===== src/rtl/pkt_vec_builder.sv =====
`default_nettype none
// pkt_vec_builder: packs the first MAX_SEGS beats of each AXI-Stream packet into one wide vector.
// Optional macro PKT_VEC_LEN_CHECK_EN adds the length-mismatch flag and the len_err_cnt port.
module pkt_vec_builder #(
  parameter int C_S_AXIS_DATA_WIDTH  = 256,
  parameter int C_S_AXIS_TUSER_WIDTH = 128,
  parameter int MAX_SEGS             = 4,
  localparam int VEC_WIDTH           = 144 + MAX_SEGS*C_S_AXIS_DATA_WIDTH
) (
  input  logic                              clk,
  input  logic                              aresetn,
  input  logic [C_S_AXIS_DATA_WIDTH-1:0]    s_axis_tdata,
  input  logic [C_S_AXIS_DATA_WIDTH/8-1:0]  s_axis_tkeep,
  input  logic [C_S_AXIS_TUSER_WIDTH-1:0]   s_axis_tuser,
  input  logic                              s_axis_tvalid,
  output logic                              s_axis_tready,
  input  logic                              s_axis_tlast,
  output logic [VEC_WIDTH-1:0]              vec_data,
  output logic                              vec_valid,
`ifdef PKT_VEC_LEN_CHECK_EN
  output logic [15:0]                       len_err_cnt,
`endif
  input  logic                              vec_ready
);

  localparam int KEEP_W = C_S_AXIS_DATA_WIDTH/8;
  localparam int POP_W  = $clog2(KEEP_W+1);
  localparam logic [2:0] SEG_LIMIT = 3'(MAX_SEGS);

  typedef enum logic [0:0] {
    IDLE    = 1'b0,
    CAPTURE = 1'b1
  } state_t;

  state_t state, state_nxt;

  logic [MAX_SEGS-1:0][C_S_AXIS_DATA_WIDTH-1:0] segs, segs_nxt;
  logic [127:0]   meta, meta_nxt;
  logic [7:0]     tot_len, tot_len_nxt, len_base;
  logic [8:0]     len_sum;
  logic [2:0]     seg_cnt, seg_cnt_nxt;
  logic           trunc, trunc_nxt;
  logic           beat, pkt_done, len_err;
  logic [POP_W-1:0] keep_pop;
  logic [VEC_WIDTH-1:0] vec_nxt;

  // A finished vector blocks the stream only until the consumer takes it.
  assign s_axis_tready = ~vec_valid | vec_ready;
  assign beat          = s_axis_tvalid & s_axis_tready;

  always_comb begin
    keep_pop = '0;
    for (int i = 0; i < KEEP_W; i++) begin
      keep_pop = keep_pop + POP_W'(s_axis_tkeep[i]);
    end
  end

  always_ff @(posedge clk) begin
    if (!aresetn) state <= IDLE;
    else          state <= state_nxt;
  end

  always_comb begin
    state_nxt   = state;
    segs_nxt    = segs;
    meta_nxt    = meta;
    tot_len_nxt = tot_len;
    seg_cnt_nxt = seg_cnt;
    trunc_nxt   = trunc;
    pkt_done    = 1'b0;
    len_base    = (state == IDLE) ? 8'd0 : tot_len;
    len_sum     = {1'b0, len_base} + 9'(keep_pop);
    if (beat) begin
      tot_len_nxt = len_sum[8] ? 8'hFF : len_sum[7:0];
      pkt_done    = s_axis_tlast;
      case (state)
        IDLE: begin
          segs_nxt    = '0;
          segs_nxt[0] = s_axis_tdata;
          meta_nxt    = 128'(s_axis_tuser);
          seg_cnt_nxt = 3'd1;
          trunc_nxt   = 1'b0;
          state_nxt   = CAPTURE;
        end
        CAPTURE: begin
          if (seg_cnt < SEG_LIMIT) begin
            for (int k = 0; k < MAX_SEGS; k++) begin
              if (3'(k) == seg_cnt) segs_nxt[k] = s_axis_tdata;
            end
            seg_cnt_nxt = seg_cnt + 3'd1;
          end else begin
            trunc_nxt = 1'b1;
          end
        end
        default: state_nxt = IDLE;
      endcase
      if (s_axis_tlast) state_nxt = IDLE;
    end
  end

`ifdef PKT_VEC_LEN_CHECK_EN
  logic [7:0] len_limit;
  always_comb begin
    len_limit = (meta_nxt[15:0] > 16'd255) ? 8'hFF : meta_nxt[7:0];
    len_err   = (tot_len_nxt != len_limit);
  end

  always_ff @(posedge clk) begin
    if (!aresetn)                 len_err_cnt <= 16'd0;
    else if (pkt_done && len_err) len_err_cnt <= len_err_cnt + 16'd1;
  end
`else
  assign len_err = 1'b0;
`endif

  assign vec_nxt = {segs_nxt, 3'b000, len_err, trunc_nxt, seg_cnt_nxt, tot_len_nxt, meta_nxt};

  // The finishing beat is folded in directly, so the vector appears one cycle after tlast.
  always_ff @(posedge clk) begin
    if (!aresetn) begin
      segs      <= '0;
      meta      <= '0;
      tot_len   <= '0;
      seg_cnt   <= '0;
      trunc     <= 1'b0;
      vec_data  <= '0;
      vec_valid <= 1'b0;
    end else if (pkt_done) begin
      segs      <= '0;
      meta      <= '0;
      tot_len   <= '0;
      seg_cnt   <= '0;
      trunc     <= 1'b0;
      vec_data  <= vec_nxt;
      vec_valid <= 1'b1;
    end else begin
      segs    <= segs_nxt;
      meta    <= meta_nxt;
      tot_len <= tot_len_nxt;
      seg_cnt <= seg_cnt_nxt;
      trunc   <= trunc_nxt;
      if (vec_ready) vec_valid <= 1'b0;
    end
  end

endmodule
`default_nettype wire


===== config.mk =====
export PLATFORM = sky130hd
export DESIGN_NAME = pkt_vec_builder
export DESIGN_NICKNAME = d
export VERILOG_FILES = /design/src/rtl/pkt_vec_builder.sv
export SDC_FILE = /design/constraint.sdc
export NUM_CORES = 2
export LEC_CHECK = 0
export CAP_MARGIN = 15
export CORE_AREA = 3 3 617 619
export DETAILED_ROUTE_END_ITERATION = 8
export DIE_AREA = 0 0 620 622
export PLACE_DENSITY = 0.46
export SLEW_MARGIN = 20
export SYNTH_ARGS = -nofsm -noshare
export SYNTH_HDL_FRONTEND = slang
export SYNTH_SLANG_ARGS = --single-unit

===== constraint.sdc =====
create_clock -name clk -period 6.5 [get_ports clk]
set_clock_uncertainty 0.15 [all_clocks]
set_input_delay 1.95 -clock clk [delete_from_list [all_inputs] [get_ports clk]]
set_output_delay 1.95 -clock clk [all_outputs]
set_load 0.005 [all_outputs]

==> qor_table.md <==
| Step | Result | Reported |
|---|---|---|
| run status | Run status | finished clean |
| detailed routing | Drc violations | 0 |
| pwr | Sequential Power Share | 42.6% |
| floorplanning | Core Rows | 225 |
| pwr | VDD IR-drop max | 0.265 mV |
| synth | Synth top area cells | sky130_fd_sc_hd__dfxtp_1 (57%), sky130_fd_sc_hd__nand2_1 (8.9%), sky130_fd_sc_hd__a22o_1 (8.2%) |
| hold path | Worst Hold End | vec_data[277]$_SDFFE_PN0P_ |
| hold path | Startpoint of the most critical hold path | vec_data[277]$_SDFFE_PN0P_ |
| grt | Overflow after GRT | 0 |
| synth | Number of storage elements in the synthesis netlist | 2,330 |
| place | Post-Place Setup Slack | -1.19 ns |
| critical path | Type of the worst setup path | in2reg |
| sta | Period minus WS final | 6.46 ns |
| pwr | LEAKAGE | 41.8 nW |
| synth | Area fraction of the dominant cell type after synthesis | 57.1% |
| synth | Netlist cell types | 46 |
| pwr | Reported net switching power | 8.77 mW |
| detailed routing | Avg Vias per Cell | 4.45 |
| synth | Number of warnings reported in the yosys synthesis log | 0 |
| detailed routing | Average wire length per cell after detail routing | 23.8 um |
| critical path | Series of cell instances along the critical path | dlygate4sd2_1, fa_2, inv_2, buf_12, fa_1, fa_2, fa_1, fa_1, fa_1, fa_2, nand2b_1, a21oi_4, a221oi_4, buf_4, or3b_2, nand3_1 |
| job | Max-capacitance violation count | 0 |
| critical path | Delay of the slowest critical-path stage | 0.69 ns |
| clock tree | Clock tree from TritonCTS | yes |
| sta | Number of max-slew violations in the final report | 0 |
| detailed routing | Post-route ant nets | 0 |
| pwr | Internal power | 25.8 mW |
| critical path | Highest-delay cell along the critical path | sky130_fd_sc_hd__fa_2 |
| pwr | Combinational share of power | 9.8% |
| sta | Part of the cycle the worst path needs | 99.4% |
| critical path | Launching element type of the critical path | input pin |
| synth | Part of the Yosys area used for sequential elements | 57.1% |
| sta | Endpoints failing setup | 0 |
| grt | GRT Resource Usage Total | 17.8% |
| detailed routing | Violation count after the first detailed-route iteration | 4,666 |
| final layout | Post-route standard cell area excluding fillers | 0.112 mm^2 |
| sta | Highest clock rate | 0.155 GHz |
| synth | Cell accounting for the most synthesized area | sky130_fd_sc_hd__dfxtp_1 |
| clock tree | Maximum root-to-sink buffer count | 4 |
| detailed routing | Number of detailed-routing iterations run before antenna repair | 6 |
| final layout | Nets | 10,400 |
| pwr | Total chip power | 34.6 mW |
| clock tree | Count of buffers added by post-CTS timing repair for setup | 0 |
| critical path | Crit Reg-Reg Endpoint | vec_data[135]$_SDFFE_PN0P_ |
| critical path | Arrival time at the worst endpoint | 7.09 ns |
| critical path | Worst reg2reg path startpoint | state$_SDFFE_PN0P_ |
| grt | Maximum number of pins on one net before global-route repair | 191 |
| clock tree | Cell chosen for the clock root | sky130_fd_sc_hd__clkbuf_16 |
| sta | Setup slack of the critical path after layout | 0.0386 ns |
| detailed routing | Via count | 67,700 |
| grt | Wire length of the first global-routing pass | 504,000 um |
| pwr | Sw frac | 25.4% |
| grt | Initial antenna violation count | 37 |
| hold path | Path category of the worst min-delay check | reg2reg |
| critical path | Worst path required time | 7.12 ns |
| clock tree | Count of hold-fix buffers inserted at cts | 0 |
| critical path | Top fanout value on the critical path | 3 |
| sta | Least-Margin Pin Slew | 1.16 ns |
| final layout | Proportion of layout cells with a drive suffix above 1 | 6.64% |
| critical path | Number of cells on the worst reg-to-reg path | 13 |
| floorplanning | Chip height | 622 um |
| critical path | Flop2flop setup slack | 1.29 ns |
| floorplanning | Total Die Area | 0.386 mm^2 |
| final layout | Relative area change from synthesis to final layout | 37.4% |
| place | Count of buffers inserted at the top-level ports | 1,586 |
| floorplanning | Chip Width | 620 um |
| final layout | Top library cells by usage in the layout, fill and taps aside | sky130_fd_sc_hd__dfxtp_1 (2,330), sky130_fd_sc_hd__nand2_1 (1,935), sky130_fd_sc_hd__clkdlybuf4s50_1 (1,576) |
| synth | Synthesized instance count | 8,606 |
| synth | Avg Synthesized Cell Area | 9.49 um^2 |
| critical path | Crit end category | register |
| place | Estimated wirelength of the detail-placed design | 255,000 um |
| detailed routing | Post-detailed-routing wire length | 361,000 um |
| pwr | Clock network fraction of design power | 47.6% |
| floorplanning | Starting Density | 21.7% |
| pwr | Cell area power density | 308 mW/mm^2 |
| clock tree | Clock insertion delay at the later pin of the skew report | 0.87 ns |
| grt | Via count of the first global-routing pass | 65,300 |
| clock tree | Clock sink total | 2,330 |
| hold path | Instance count along the most critical hold path | 2 |
| place | Global placer's final weighted congestion | 0.847 |
| clock tree | Clock input transition at the sequential cells of the worst setup and hold paths | 0.05 ns |
| place | Cell area after placement | 0.102 mm^2 |
| clock tree | Number of CTS-inserted buffers | 282 |
| final layout | Leading cell type in the layout, fill and taps excluded | sky130_fd_sc_hd__dfxtp_1 |
| clock tree | H-tree level count | 5 |
| sta | Max-slew headroom at the worst pin | 22.6% |
| floorplanning | Core Box Area | 0.376 mm^2 |
| critical path | Most common cell on crit path | sky130_fd_sc_hd__fa_1 |
| synth | Summed instance area of the synthesized netlist | 0.0817 mm^2 |
| floorplanning | I/O pin count | 1,591 |
| sta | Count of endpoints failing hold in the final timing report | 0 |
## cell usage after synthesis, drive strengths merged
master	count
dfxtp	2330
nand2	1937
a21oi	778
and2	777
a22o	769
buf	548
o21ai	400
nor2	396
mux2i	385
clkbuf	149
inv	41
fa	26
ha	19
nand3	7
a21o	4
nand2b	4
and4b	3
nand4b	3
nor3	3
o31ai	3
a21boi	2
a22oi	2
and3	2
nand3b	2
o211a	2
xnor2	2
a211o	1
a211oi	1
a221oi	1
conb	1
mux2	1
nand4	1
nor4	1
o2111a	1
o21a	1
o221a	1
or3b	1
xor2	1
## how the worst max path moves through the flow
stage                     startpoint                         end  slack, ns  cells after the start
finish               s_axis_tkeep[0]  vec_data[135]$_SDFFE_PN0P_       0.04                     16
global route         s_axis_tkeep[0]  vec_data[135]$_SDFFE_PN0P_     -0.003                     16
detailed placement   s_axis_tkeep[0]  vec_data[133]$_SDFFE_PN0P_      -1.19                     17
floorplan           s_axis_tkeep[11]  vec_data[133]$_SDFFE_PN0P_      -0.04                     15
global placement     s_axis_tkeep[0]  vec_data[133]$_SDFFE_PN0P_      -1.24                     17
CTS                  s_axis_tkeep[0]  vec_data[133]$_SDFFE_PN0P_      0.004                     17
## final cells by class
type                       instances  area (um^2)
antenna                           21         52.6
clock buffer                     399         8260
clock inverter                    99         1450
fill                           39100       263000
inverter                          41          154
multi-input combinational       5541        31400
sequential                      2330        46600
tap                             4994         6250
timing repair buffer            1774        18000
## critical path: cells and delay by family
kind	cells	cell delay [ns]
AOI/OAI and AO/OA	2	0.30
adders and majority gates	7	3.49
buffers and inverters	4	0.61
and+or+nand+nor	3	0.72
## registers in the layout (all words and copies together) (netlist names)
signal and count:
segs 1024, vec_data 1164, seg_cnt 3, trunc 1
state 1, meta 128, tot_len 8, vec_valid 1
## kinds of logic after synthesis
logic type | Yosys count | synth area share (%)
other | 1 | 0.00459
AO/OA/AOI/OAI | 1966 | 15.7
flip-flops | 2330 | 57.1
AND/OR/NAND/NOR | 3137 | 16.9
adder cells (fa/ha/maj) | 45 | 0.929
XOR/XNOR | 3 | 0.0322
multiplexers | 386 | 4.73
buffers and inverters | 738 | 4.58
## metal layers
| layer | global-route usage [%] | wire [um] |
|---|---|---|
| met5 | 0 | 48 |
| met4 | 6.63 | 13900 |
| met3 | 3.57 | 21500 |
| met2 | 30.1 | 173000 |
| met1 | 22.2 | 152000 |
## through the flow
step                      instances  TNS (ns)  util (%)  hold WS [ns]
after detailed placement      14700    -17.32      27.3         0.292
final                         15200         0      29.9         0.299
after global routing          15200  -0.00317      29.9         0.317
after global placement        14700    -18.06      27.3         0.283
after CTS                     15200         0      29.9         0.302
after floorplan                8609   -0.0421         -         0.296
## power by group through the flow
| stage | clock [mW] | combinational [mW] | sequential (mW) |
|---|---|---|---|
| after detailed placement | 0 | 3.32 | 15.0 |
| after global routing | 17.5 | 3.69 | 14.7 |
| after CTS | 16.9 | 3.38 | 14.7 |
| after global placement | 0 | 3.36 | 15.0 |
| after floorplan | 0 | 1.60 | 15.0 |
| final | 16.5 | 3.38 | 14.7 |
## what timing repair did
item | in CTS | in global routing
pin swaps | 14 | 8
resized for setup | 26 | 7
setup endpoints to repair | 16 | 16
Power figures use the tool's default switching activity.
